`config.mk`:
```
export PLATFORM = sky130hd
export DESIGN_NAME = param_core
export DESIGN_NICKNAME = d
export VERILOG_FILES = /design/src/rtl/core_pkg.sv /design/src/rtl/core_alu.sv /design/src/rtl/param_core.sv
export SDC_FILE = /design/constraint.sdc
export NUM_CORES = 1
export LEC_CHECK = 0
export BUFFER_PORTS_ARGS = -buffer_cell sky130_fd_sc_hd__buf_4
export CAP_MARGIN = 0
export CORE_MARGIN = 2
export CORE_UTILIZATION = 50
export DETAILED_ROUTE_END_ITERATION = 12
export GPL_ROUTABILITY_DRIVEN = 0
export GPL_TIMING_DRIVEN = 0
export PLACE_DENSITY = 0.73
export SETUP_SLACK_MARGIN = 0.1
export SYNTH_ARGS = -nofsm -noshare
export SYNTH_HDL_FRONTEND = slang
export SYNTH_HIERARCHICAL = 1
export SYNTH_SLANG_ARGS = --single-unit
```
`constraint.sdc`:
```
create_clock -name clk -period 22.1 [get_ports clk]
set_input_delay 3.315 -clock clk [delete_from_list [all_inputs] [get_ports clk]]
set_output_delay 3.315 -clock clk [all_outputs]
set_load 0.05 [all_outputs]
```
`src/rtl/core_pkg.sv`:
```
// Shared opcode constants, FSM state encoding and ALU operation select for param_core.
package core_pkg;

  localparam logic [3:0] OpNop   = 4'h0;
  localparam logic [3:0] OpLdi   = 4'h1;
  localparam logic [3:0] OpMovr  = 4'h2;
  localparam logic [3:0] OpMova  = 4'h3;
  localparam logic [3:0] OpAdd   = 4'h4;
  localparam logic [3:0] OpSub   = 4'h5;
  localparam logic [3:0] OpMul   = 4'h6;
  localparam logic [3:0] OpInc   = 4'h7;
  localparam logic [3:0] OpLoad  = 4'h8;
  localparam logic [3:0] OpStore = 4'h9;
  localparam logic [3:0] OpJnz   = 4'hA;
  localparam logic [3:0] OpJmp   = 4'hB;
  localparam logic [3:0] OpLdid  = 4'hC;
  localparam logic [3:0] OpEnd   = 4'hF;

  typedef enum logic [2:0] {
    StIdle,
    StFetch,
    StLatch,
    StExec,
    StMem,
    StMemWait,
    StHalt
  } state_e;

  typedef enum logic [1:0] {
    AluAdd,
    AluSub,
    AluMul
  } alu_op_e;

endpackage

```
`src/rtl/core_alu.sv`:
```
// Accumulator arithmetic (wrapping add/sub/mul) and zero detect of the next AC value.
module core_alu
  import core_pkg::*;
#(
  parameter int unsigned DATA_W = 16
) (
  input  logic [DATA_W-1:0] i_a,
  input  logic [DATA_W-1:0] i_b,
  input  logic [1:0]        i_op,
  input  logic [DATA_W-1:0] i_zin,
  output logic [DATA_W-1:0] o_y,
  output logic              o_zero
);

  // Same-width operands and result: every operation wraps modulo 2^DATA_W.
  always_comb begin
    o_y = i_a + i_b;
    case (i_op)
      AluSub:  o_y = i_a - i_b;
      AluMul:  o_y = i_a * i_b;
      default: ;
    endcase
  end

  assign o_zero = (i_zin == '0);

endmodule

```
`src/rtl/param_core.sv`:
```
// Accumulator core: 3-cycle fetch/latch/exec sequencer, register file and shared-DRAM port.
module param_core
  import core_pkg::*;
#(
  parameter int unsigned DATA_W = 16,
  parameter int unsigned ADDR_W = 16,
  parameter int unsigned NREG   = 8
) (
  input  logic              clk,
  input  logic              rst_n,
  input  logic              start,
  input  logic [DATA_W-1:0] core_id,
  output logic [ADDR_W-1:0] iram_addr,
  input  logic [DATA_W-1:0] iram_rdata,
  output logic              dram_req,
  input  logic              dram_gnt,
  output logic              dram_wren,
  output logic [ADDR_W-1:0] dram_addr,
  output logic [DATA_W-1:0] dram_wdata,
  input  logic [DATA_W-1:0] dram_rdata,
  output logic [ADDR_W-1:0] pc_out,
  output logic [DATA_W-1:0] ac_out,
  output logic              z,
  output logic              busy,
  output logic              end_process
);

  localparam int unsigned RegW = $clog2(NREG);
  localparam int unsigned ImmW = DATA_W - 4;

  state_e            r_state;
  logic [ADDR_W-1:0] r_pc;
  logic [DATA_W-1:0] r_ac;
  logic [DATA_W-1:0] r_ir;
  logic              r_z;
  logic [DATA_W-1:0] r_regs [NREG];
  logic              r_dram_req;
  logic              r_dram_wren;
  logic [ADDR_W-1:0] r_dram_addr;
  logic [DATA_W-1:0] r_dram_wdata;
  logic              r_busy;
  logic              r_end;

  logic [3:0]        w_op;
  logic [ImmW-1:0]   w_imm;
  logic [DATA_W-1:0] w_imm_ext;
  logic [ADDR_W-1:0] w_target;
  logic [RegW-1:0]   w_n;
  logic [DATA_W-1:0] w_rn;
  alu_op_e           w_alu_op;
  logic [DATA_W-1:0] w_alu_y;
  logic              w_ac_we;
  logic [DATA_W-1:0] w_ac_new;
  logic              w_ac_zero;
  logic              w_unused;

  assign w_op      = r_ir[DATA_W-1 -: 4];
  assign w_imm     = r_ir[ImmW-1:0];
  assign w_imm_ext = {4'b0000, w_imm};
  assign w_target  = w_imm_ext[ADDR_W-1:0];
  assign w_n       = w_imm[RegW-1:0];
  assign w_rn      = r_regs[w_n];
  // Upper immediate bits beyond the PC width are dropped on jumps.
  assign w_unused  = ^w_imm_ext;

  // Select ALU operation from the latched opcode.
  always_comb begin
    w_alu_op = AluAdd;
    if (w_op == OpSub) w_alu_op = AluSub;
    if (w_op == OpMul) w_alu_op = AluMul;
  end

  core_alu #(
    .DATA_W (DATA_W)
  ) u_alu (
    .i_a    (r_ac),
    .i_b    (w_rn),
    .i_op   (w_alu_op),
    .i_zin  (w_ac_new),
    .o_y    (w_alu_y),
    .o_zero (w_ac_zero)
  );

  // Decide whether AC is written this cycle and with what; z follows every AC write.
  always_comb begin
    w_ac_we  = 1'b0;
    w_ac_new = w_alu_y;
    if (r_state == StMemWait) begin
      w_ac_we  = 1'b1;
      w_ac_new = dram_rdata;
    end else if (r_state == StExec) begin
      case (w_op)
        OpLdi: begin
          w_ac_we  = 1'b1;
          w_ac_new = w_imm_ext;
        end
        OpMovr: begin
          w_ac_we  = 1'b1;
          w_ac_new = w_rn;
        end
        OpAdd, OpSub, OpMul: w_ac_we = 1'b1;
        OpLdid: begin
          w_ac_we  = 1'b1;
          w_ac_new = core_id;
        end
        default: ;
      endcase
    end
  end

  // Sequencer, register file and registered bus outputs.
  always_ff @(posedge clk) begin
    if (!rst_n) begin
      r_state      <= StIdle;
      r_pc         <= '0;
      r_ac         <= '0;
      r_ir         <= '0;
      r_z          <= 1'b1;
      r_dram_req   <= 1'b0;
      r_dram_wren  <= 1'b0;
      r_dram_addr  <= '0;
      r_dram_wdata <= '0;
      r_busy       <= 1'b0;
      r_end        <= 1'b0;
      for (int i = 0; i < NREG; i++) r_regs[i] <= '0;
    end else begin
      unique case (r_state)
        StIdle: begin
          if (start) begin
            r_state <= StFetch;
            r_busy  <= 1'b1;
          end
        end
        StFetch: r_state <= StLatch;
        StLatch: begin
          r_ir    <= iram_rdata;
          r_pc    <= r_pc + ADDR_W'(1);
          r_state <= StExec;
        end
        StExec: begin
          r_state <= StFetch;
          case (w_op)
            OpMova: r_regs[w_n] <= r_ac;
            OpInc:  r_regs[w_n] <= w_rn + DATA_W'(1);
            OpJnz:  if (!r_z) r_pc <= w_target;
            OpJmp:  r_pc <= w_target;
            OpLoad, OpStore: begin
              // Bus fields are captured once here and stay stable until granted.
              r_state      <= StMem;
              r_dram_req   <= 1'b1;
              r_dram_wren  <= (w_op == OpStore);
              r_dram_addr  <= w_rn[ADDR_W-1:0];
              r_dram_wdata <= r_ac;
            end
            OpEnd: begin
              r_state <= StHalt;
              r_busy  <= 1'b0;
              r_end   <= 1'b1;
            end
            default: ;
          endcase
        end
        StMem: begin
          if (dram_gnt) begin
            r_dram_req  <= 1'b0;
            r_dram_wren <= 1'b0;
            r_state     <= r_dram_wren ? StFetch : StMemWait;
          end
        end
        StMemWait: r_state <= StFetch;
        StHalt: ;
        default: r_state <= StIdle;
      endcase
      if (w_ac_we) begin
        r_ac <= w_ac_new;
        r_z  <= w_ac_zero;
      end
    end
  end

  assign iram_addr   = r_pc;
  assign pc_out      = r_pc;
  assign ac_out      = r_ac;
  assign z           = r_z;
  assign dram_req    = r_dram_req;
  assign dram_wren   = r_dram_wren;
  assign dram_addr   = r_dram_addr;
  assign dram_wdata  = r_dram_wdata;
  assign busy        = r_busy;
  assign end_process = r_end;

endmodule

```
==> impl_results.md, run 1 <==
- MaxCap Viol Count: 0
- Clock Tree Buf Depth: 3
- Skew final: 0.0184 ns
- GRT Total Usage: 28.5%
- Std cell rows: 64
- Post-place setup slack: 13.61 ns
- Sequential area share after synthesis: 36.2%
- Floorplan core area: 0.0307 mm2
- FILL cells: 2,686
- Post-CTS Hold Buffers: 0
- Cell internal pwr: 0.756 mW
- Post-CTS sizing: 0
- Cell area after synthesis: 0.0157 mm2
- Pleak: 7.51 nW
- Synthesis-to-finish area growth: 14.7%
- Most frequent CP cell: fa_1
- Status: finished clean
- Slew at the pin closest to its max-slew limit: 1.02 ns
- Final Hold Fails: 0
- Detailed placement HPWL: 34,400 um
- Post-route setup slack: 13.47 ns
- Initial antenna violation count: 1
- Total CTS buffers: 23
- Clock period minus worst slack: 8.63 ns
- Comb pwr share: 18.8%
- Largest net degree at the start of global routing: 17
- First-pass GRT wire length: 72,300 um
- Crit-path max FO: 10
- Post-CTS Setup Bufs: 0
- Vias/cell: 5.88
- CP bufs+invs: 8
- Number of global-route vias before repair: 12,700
- Finished Cell Area: 0.0180 mm2
- Post-synth net total: 1,828
- CTS tree: done
- Slew headroom: 31.2%
- Async S/R FF share, synth: 0%
- Crit path launch type: flop
- Final Slew Violations: 0
- Htree depth: 1
- Setup tns final: 0 ns
- Root buffer cell: clkbuf_16
- CTS Sinks: 219
- Detail Route Antenna Nets: 0
- Crit share post-route: 39.0%
- Per-cell routed wire length: 21.3 um
- Sequential power share: 43.1%
- Worst EP arrival: 8.98 ns
- Port Buffer Count: 136
- # DRC: 0
- RSZ-0062 raised after global routing: false
- Clock Power Share: 38.1%
- Post-Syn Instances: 1,627
- Top_reg_cell synth: edfxtp_1
- Distinct cells, synth: 81
- DR pass1 iterations: 6
- Psw: 0.295 mW
- Cell Pwr Density: 58.5 mW/mm2
- Post-DP Area: 0.0172 mm2
- CP endpoint kind: flop
- Share of cells above drive strength 1: 14.1%
- DR vias: 12,900
- Number of synthesis warnings: 6
- Sw frac: 28.0%
- Top delay family on crit path: adder cells
- Worst min path class: reg -> reg
- Die Y-Extent: 181 um
- EDFF count, synth: 128
- Grt total ovfl: 0
- Crit-path max cell delay: 0.61 ns
- Die Area: 0.0328 mm2
- Initial DRC count: 1,548
- WP data required: 22.45 ns
- Syn avg cell area: 9.63 um2
- Final setup vio count: 0
- Peak VDD IR: 0.0000601 V
- Clock-pin slew on the worst setup and hold paths: 0.06 ns
- Slowest cell on the critical path: mux4_1
- Top Ports: 137
- Initial core utilization: 50.9%
- #FFs+latches synth: 219
- Final Power: 1.05 mW
- Final wirelength: 46,800 um
- Fmax: 0.116 GHz
- Crit Path Class: reg -> reg
- Clk_lat worst skew: 0.53 ns
- Final core utilization: 58.4%
- Nets@finish: 1,989
- Die Wd: 181 um
-- kinds of logic (layout without fill, tap and decap cells) --
logic type / count (synthesis) / after routing / synth area share (%)
XOR/XNOR: 77 / 77 / 4.39
AND/OR/NAND/NOR: 625 / 625 / 18.4
buffers and inverters: 249 / 425 / 6.81
adder cells (fa/ha/maj): 149 / 149 / 15.8
flip-flops: 219 / 219 / 36.2
other: 0 / 1 / 0
AO/OA/AOI/OAI: 245 / 245 / 10.7
multiplexers: 63 / 63 / 7.76
-- synthesized netlist by cell type (18+ instances only) --
cell type  count  share of area (%)
and2_1        70                2.8
a21boi_0      36                1.7
edfxtp_1     128                 25
xnor2_1       59                3.3
o21ai_0       61                1.9
dfxtp_1       91                 12
mux2i_1       18                1.2
buf_4         18               0.86
nand3_1       26               0.83
ha_1          68                5.4
fa_1          81                 10
nand2_1      203                4.9
a21oi_1       44                1.4
nor2_1       219                5.2
nor3_1        27               0.86
clkbuf_1      70                1.7
inv_1        142                3.4
-- worst register-to-register path: cells and delay by family (launching register included) --
kind	cells	cell delay, ns
fa+ha+maj	7	3.41
simple gates	8	1.37
mux	3	1.22
buf+inv	8	1.21
compound gates	3	0.70
flops	1	0.33
xor+xnor	1	0.21
-- sequential cells by signal (all words and copies together), names as in the netlist, named ones only --
signal	count
ac_out	16
busy	1
dram_addr	16
dram_req	1
dram_wdata	16
dram_wren	1
end_process	1
iram_addr	16
r_ir	16
r_regs	128
r_state	3
z	1
-- layer usage --
metal / vias up / routed length [um] / global-route usage (%)
met5: - / 13 / 0
li1: 5832 / - / -
met1: 6274 / 18700 / 38.0
met4: 2 / 1830 / 10.9
met3: 131 / 4190 / 4.25
met2: 700 / 22000 / 47.2
-- power by group through the flow --
stage	clock network, mW	logic [mW]	registers [mW]
2_1_floorplan	0	0.129	0.462
3_3_place_gp	0	0.188	0.460
3_5_place_dp	0	0.192	0.461
4_1_cts	0.402	0.193	0.453
5_1_grt	0.417	0.213	0.454
6_report	0.400	0.198	0.453
-- cell usage in the layout, fill, tap and decap left out, types with 5 or more instances in the layout --
| cell | instances |
|---|---|
| nand2b_1 | 8 |
| and3_1 | 17 |
| a21o_1 | 9 |
| o21bai_1 | 5 |
| nor3_1 | 27 |
| mux2i_1 | 18 |
| nor4_1 | 8 |
| o21a_1 | 6 |
| ha_1 | 68 |
| clkbuf_1 | 77 |
| a21boi_0 | 36 |
| and2_1 | 70 |
| nand2_1 | 203 |
| o21ai_0 | 61 |
| xnor2_1 | 59 |
| nor3b_1 | 6 |
| nor2b_1 | 10 |
| a22oi_1 | 8 |
| nand4_1 | 7 |
| a31oi_1 | 11 |
| xor2_1 | 17 |
| nand3_1 | 26 |
| o21ai_1 | 10 |
| mux4_2 | 15 |
| a21oi_1 | 44 |
| inv_1 | 142 |
| clkbuf_16 | 23 |
| mux2i_4 | 8 |
| o211a_1 | 16 |
| edfxtp_1 | 128 |
| a222oi_1 | 8 |
| buf_2 | 11 |
| dfxtp_1 | 91 |
| mux4_1 | 17 |
| fa_1 | 81 |
| nor2_1 | 219 |
| buf_4 | 154 |
-- cell type report --
class	count	area, um2	share of cell area (%)
plain buffers	105	527	2.93
diodes	1	2.50	0.0139
clock buffers	34	657	3.66
inverters	144	541	3.01
repair buffers	136	1020	5.68
multi-input cells	1159	8930	49.7
clock inverters	6	123	0.683
flip-flops and latches	219	5670	31.5
well taps	396	495	2.76
-- path summary, 6_finish.rpt --
kind                        end  cells after the start  slack [ns]           from
setup reg to reg              z                     30       13.47           flop
hold reg to reg   dram_wdata[9]                      2        0.46  dram_wdata[9]
hold / removal    dram_wdata[9]                      2        0.46  dram_wdata[9]
setup / recovery              z                     30       13.47           flop
-- metrics by stage --
step,hold slack [ns],cells
after floorplan,0.456,1627
after global placement,0.452,2159
after detailed placement,0.458,2159
after CTS,0.465,2199
after global routing,0.480,2199
final,0.462,2200
No activity file was read; power rests on OpenSTA's default activity.
==> run 2, diff against run 1 <==
--- a/config.mk
+++ b/config.mk
@@ -5,6 +5,7 @@
 export SDC_FILE = /design/constraint.sdc
 export NUM_CORES = 1
 export LEC_CHECK = 0
+export ABC_AREA = 1
 export BUFFER_PORTS_ARGS = -buffer_cell sky130_fd_sc_hd__buf_4
 export CAP_MARGIN = 0
 export CORE_MARGIN = 2
@@ -12,7 +13,7 @@
 export DETAILED_ROUTE_END_ITERATION = 12
 export GPL_ROUTABILITY_DRIVEN = 0
 export GPL_TIMING_DRIVEN = 0
-export PLACE_DENSITY = 0.73
+export PLACE_DENSITY = 0.72
 export SETUP_SLACK_MARGIN = 0.1
 export SYNTH_ARGS = -nofsm -noshare
 export SYNTH_HDL_FRONTEND = slang
==> constraint.sdc (replaced) <==
create_clock -name clk -period 8.5 [get_ports clk]
set_input_delay 1.275 -clock clk [delete_from_list [all_inputs] [get_ports clk]]
set_output_delay 1.275 -clock clk [all_outputs]
set_load 0.05 [all_outputs]
==> impl_results.md, run 2 <==
- Psw: 1.38 mW
- Cell internal pwr: 2.12 mW
- Final Hold Fails: 0
- Die Y-Extent: 188 um
- Std cell rows: 67
- # DRC: 0
- Clock period minus worst slack: 7.80 ns
- Top Ports: 137
- CP endpoint kind: flop
- Post-CTS Hold Buffers: 0
- Clock Tree Buf Depth: 3
- Die Wd: 188 um
- Cell taking the most area after synthesis: edfxtp_1
- GRT Total Usage: 29.6%
- Fmax: 0.128 GHz
- DR pass1 iterations: 6
- Final core utilization: 57.7%
- Cell count of the worst reg-to-reg path: 39
- Comb pwr share: 36.4%
- Async S/R FF share, synth: 0%
- Sw frac: 39.4%
- Status: finished clean
- Top_reg_cell synth: edfxtp_1
- MaxCap Viol Count: 0
- Post-place setup slack: 0.563 ns
- Slew headroom: 35.6%
- Hold Path Depth: 2
- Post-CTS Setup Bufs: 0
- Die Area: 0.0354 mm2
- Synthesis-to-finish area growth: 13.7%
- Sequential area share after synthesis: 33.4%
- Grt total ovfl: 0
- Crit-path max FO: 10
- Sequential power share: 34.4%
- Distinct cells, synth: 57
- Yosys top cell area share: 22.7%
- Placed Cells: 2,900
- Pleak: 9.53 nW
- Share of cells above drive strength 1: 13.6%
- Largest net degree at the start of global routing: 17
- Clk_lat worst skew: 0.54 ns
- Most frequent cells in the layout: nand2_1 (575), inv_1 (418), nor2_1 (250)
- Detail Route Antenna Nets: 0
- Crit Path Class: reg -> reg
- Slowest cell on the critical path: fa_1
- Htree depth: 1
- Floorplan core area: 0.0334 mm2
- Total CTS buffers: 23
- Post-synth net total: 2,517
- Cell Pwr Density: 181 mW/mm2
- DR vias: 16,000
- Peak VDD IR: 0.000161 V
- Final wirelength: 52,600 um
- Crit path launch type: flop
- First-pass GRT wire length: 82,500 um
- CTS Sinks: 219
- Port Buffer Count: 136
- Setup tns final: 0 ns
- Final setup vio count: 0
- Number of global-route vias before repair: 15,700
- Number of synthesis warnings: 6
- Worst EP arrival: 8.26 ns
- Crit share post-route: 91.7%
- Syn avg cell area: 7.32 um2
- Finished Cell Area: 0.0193 mm2
- Number of antenna diodes: 0
- Clock Power Share: 29.2%
- Final Power: 3.50 mW
- Post-CTS sizing: 0
- Crit-path max cell delay: 0.55 ns
- Initial DRC count: 1,517
- Post-route setup slack: 0.703 ns
- Worst min path class: reg -> reg
- Most numerous cell in the Yosys netlist: nand2_1
- Layout Cells excl Fill: 2,940
- Post-Syn Instances: 2,316
- EDFF count, synth: 128
- Initial core utilization: 50.7%
- Post-synth top cells: nand2_1 (575), inv_1 (418), nor2_1 (250)
- Hold WS: 0.474 ns
- Largest Register: r_regs
- WP data required: 8.97 ns
- Initial antenna violation count: 0
- Skew final: 0.0211 ns
- Nets@finish: 2,676
- Vias/cell: 5.43
- Commonest non-fill, non-tap cell in the layout: nand2_1
- Root buffer cell: clkbuf_16
- Post-DP Area: 0.0185 mm2
- Final Slew Violations: 0
- Slew at the pin closest to its max-slew limit: 0.964 ns
- Largest register FFs: 128
- Cell area after synthesis: 0.0170 mm2
- RSZ-0062 raised after global routing: false
- Detailed placement HPWL: 39,200 um
- #FFs+latches synth: 219
- CTS tree: done
- Clock-pin slew on the worst setup and hold paths: 0.07 ns
- Area contributors post-synth: edfxtp_1 (23%), nand2_1 (13%), dfxtp_1 (11%)
- Per-cell routed wire length: 17.9 um
-- run 2: cell type report --
cell class | instances | area, um2
well taps | 448 | 561
clock buffers | 30 | 622
repair buffers | 136 | 1020
clock inverters | 12 | 126
plain buffers | 113 | 651
fillers | 3100 | 14200
multi-input cells | 1554 | 9030
inverters | 428 | 1610
flip-flops and latches | 219 | 5670
-- run 2: metal layers --
| metal | vias to the layer above | part of all wire [%] | GRT usage [%] |
|---|---|---|---|
| li1 | 7495 | - | - |
| met1 | 7517 | 40 | 37.9 |
| met2 | 821 | 47 | 50.3 |
| met3 | 144 | 8.9 | 4.28 |
| met4 | 0 | 4.0 | 11.8 |
| met5 | - | 0 | 0 |
-- run 2: worst paths after layout --
check | start | end | slack (ns)
max | flop | z | 0.70
min reg2reg | dram_req | dram_req | 0.47
min | dram_req | dram_req | 0.47
max reg2reg | flop | z | 0.70
-- run 2: cells by family after synthesis --
logic type / share of synthesized area [%]
AO/OA/AOI/OAI: 9.49
XOR/XNOR: 1.81
AND/OR/NAND/NOR: 27.1
flip-flops: 33.4
multiplexers: 0.273
adder cells (fa/ha/maj): 14.6
buffers and inverters: 13.3
-- run 2: critical path: cells and delay by family (launching register included) --
family	cells	cell delay, ns
adders and majority gates	7	3.16
and+or+nand+nor	18	2.01
buffers and inverters	10	1.54
AOI/OAI and AO/OA	4	0.61
DFF	1	0.39
-- run 2: power by group through the flow --
stage | combinational, mW | sequential (mW) | clock (mW)
after floorplan | 0.831 | 1.24 | 0
after global routing | 1.37 | 1.21 | 1.06
after detailed placement | 1.23 | 1.23 | 0
final | 1.27 | 1.20 | 1.02
after CTS | 1.23 | 1.20 | 1.02
after global placement | 1.20 | 1.22 | 0
==> run 3, diff against run 2 <==
--- a/config.mk
+++ b/config.mk
@@ -6,14 +6,15 @@
 export NUM_CORES = 1
 export LEC_CHECK = 0
 export ABC_AREA = 1
+export ABC_CLOCK_PERIOD_IN_PS = 8500
 export BUFFER_PORTS_ARGS = -buffer_cell sky130_fd_sc_hd__buf_4
 export CAP_MARGIN = 0
 export CORE_MARGIN = 2
-export CORE_UTILIZATION = 50
+export CORE_UTILIZATION = 62
 export DETAILED_ROUTE_END_ITERATION = 12
 export GPL_ROUTABILITY_DRIVEN = 0
 export GPL_TIMING_DRIVEN = 0
-export PLACE_DENSITY = 0.72
+export PLACE_DENSITY = 0.86
 export SETUP_SLACK_MARGIN = 0.1
 export SYNTH_ARGS = -nofsm -noshare
 export SYNTH_HDL_FRONTEND = slang
==> impl_results.md, run 3 (synthesis results as in run 2) <==
- Per-cell routed wire length: 18.1 um
- Share of cells above drive strength 1: 13.7%
- CTS Sinks: 219
- CTS tree: done
- Comb pwr share: 36.0%
- Skew final: 0.0393 ns
- Initial DRC count: 2,093
- Commonest non-fill, non-tap cell in the layout: nand2_1
- Htree depth: 1
- Top delay family on crit path: adder cells
- Root buffer cell: clkbuf_16
- Post-CTS Hold Buffers: 0
- Final Power: 3.49 mW
- Detailed placement HPWL: 37,800 um
- Slowest cell on the critical path: fa_1
- Sw frac: 39.0%
- Final Hold Fails: 0
- Crit path launch type: flop
- # DRC: 0
- Crit Path Class: reg -> reg
- Clock-pin slew on the worst setup and hold paths: 0.07 ns
- Crit share post-route: 93.1%
- Synthesis-to-finish area growth: 13.1%
- Fmax: 0.126 GHz
- Post-DP Area: 0.0184 mm2
- Psw: 1.36 mW
- Setup tns final: 0 ns
- Slew at the pin closest to its max-slew limit: 0.970 ns
- Die Wd: 169 um
- Clock Power Share: 29.5%
- Cell internal pwr: 2.13 mW
- Initial antenna violation count: 1
- Clk_lat worst skew: 0.55 ns
- RSZ-0062 raised after global routing: false
- HP Start: dram_req
- Peak VDD IR: 0.000138 V
- Final setup vio count: 0
- DR pass1 iterations: 6
- Initial core utilization: 63.1%
- Status: finished clean
- Hold endpoint: dram_req
- Cell count of the worst reg-to-reg path: 37
- Most frequent CP cell: nand2_1
- Largest register FFs: 128
- Post-CTS sizing: 0
- Final core utilization: 71.4%
- Sequential power share: 34.5%
- Final Slew Violations: 0
- Die Y-Extent: 169 um
- Worst R2R Setup Slack: 0.59 ns
- Hold Path Depth: 2
- Post-place setup slack: 0.634 ns
- Cell Pwr Density: 182 mW/mm2
- Post-CTS Setup Bufs: 0
- Number of antenna diodes: 0
- Nets@finish: 2,676
- Port Buffer Count: 136
- Post-route setup slack: 0.588 ns
- MaxCap Viol Count: 0
- Pleak: 9.55 nW
- Worst EP arrival: 8.36 ns
- Reg2reg end: z
- Largest Register: r_regs
- Hold WS: 0.465 ns
- Final wirelength: 51,200 um
- Grt total ovfl: 0
- Worst min path class: reg -> reg
- Crit-path max FO: 10
- Total CTS buffers: 22
- Layout Cells excl Fill: 2,832
- First-pass GRT wire length: 79,200 um
- Slew headroom: 35.2%
- Detail Route Antenna Nets: 0
- Crit-path max cell delay: 0.56 ns
- Clock Tree Buf Depth: 3
- Most frequent cells in the layout: nand2_1 (575), inv_1 (418), nor2_1 (250)
- Placed Cells: 2,793
- WP data required: 8.94 ns
- Top Ports: 137
- Vias/cell: 5.79
- Floorplan core area: 0.0269 mm2
- Finished Cell Area: 0.0192 mm2
- Die Area: 0.0287 mm2
- Std cell rows: 60
- CP bufs+invs: 9
- Clock period minus worst slack: 7.91 ns
- Number of global-route vias before repair: 15,700
- CP endpoint kind: flop
- Largest net degree at the start of global routing: 17
- GRT Total Usage: 35.1%
- DR vias: 16,400
-- run 3: tightest hold or removal path: cells and delay by family (launching register included) --
family | cells | cell delay [ns]
AOI/OAI and AO/OA | 1 | 0.05
and+or+nand+nor | 1 | 0.06
DFF | 1 | 0.31
-- run 3: worst max-delay path by stage --
stage	from	to	slack, ns	cells after the start
after floorplan	flop	z	1.96	38
after global placement	flop	z	0.76	35
after detailed placement	flop	z	0.63	35
after CTS	flop	z	0.57	35
after global routing	flop	z	0.21	37
final	flop	z	0.59	37
-- run 3: layout make-up --
| class | instances | area, um2 |
|---|---|---|
| multi-input combinational | 1554 | 9030 |
| fill | 2044 | 7680 |
| sequential | 219 | 5670 |
| inverter | 428 | 1610 |
| timing repair buffer | 136 | 1020 |
| clock buffer | 33 | 711 |
| buffer | 114 | 653 |
| tap | 341 | 427 |
| clock inverter | 7 | 70.1 |
-- run 3: power groups by stage --
stage | Combinational, mW | Sequential, mW | Clock [mW]
2_1_floorplan | 0.831 | 1.24 | 0
3_3_place_gp | 1.17 | 1.22 | 0
3_5_place_dp | 1.21 | 1.22 | 0
4_1_cts | 1.21 | 1.20 | 1.02
5_1_grt | 1.35 | 1.21 | 1.06
6_report | 1.26 | 1.20 | 1.03
-- run 3: metal layers --
metal	up-vias	GRT usage (%)	wire, um
met5	-	0	0
met4	0	20.3	3340
met3	265	4.38	5770
met2	1154	57.3	23300
met1	7471	45.2	18800
li1	7494	-	-
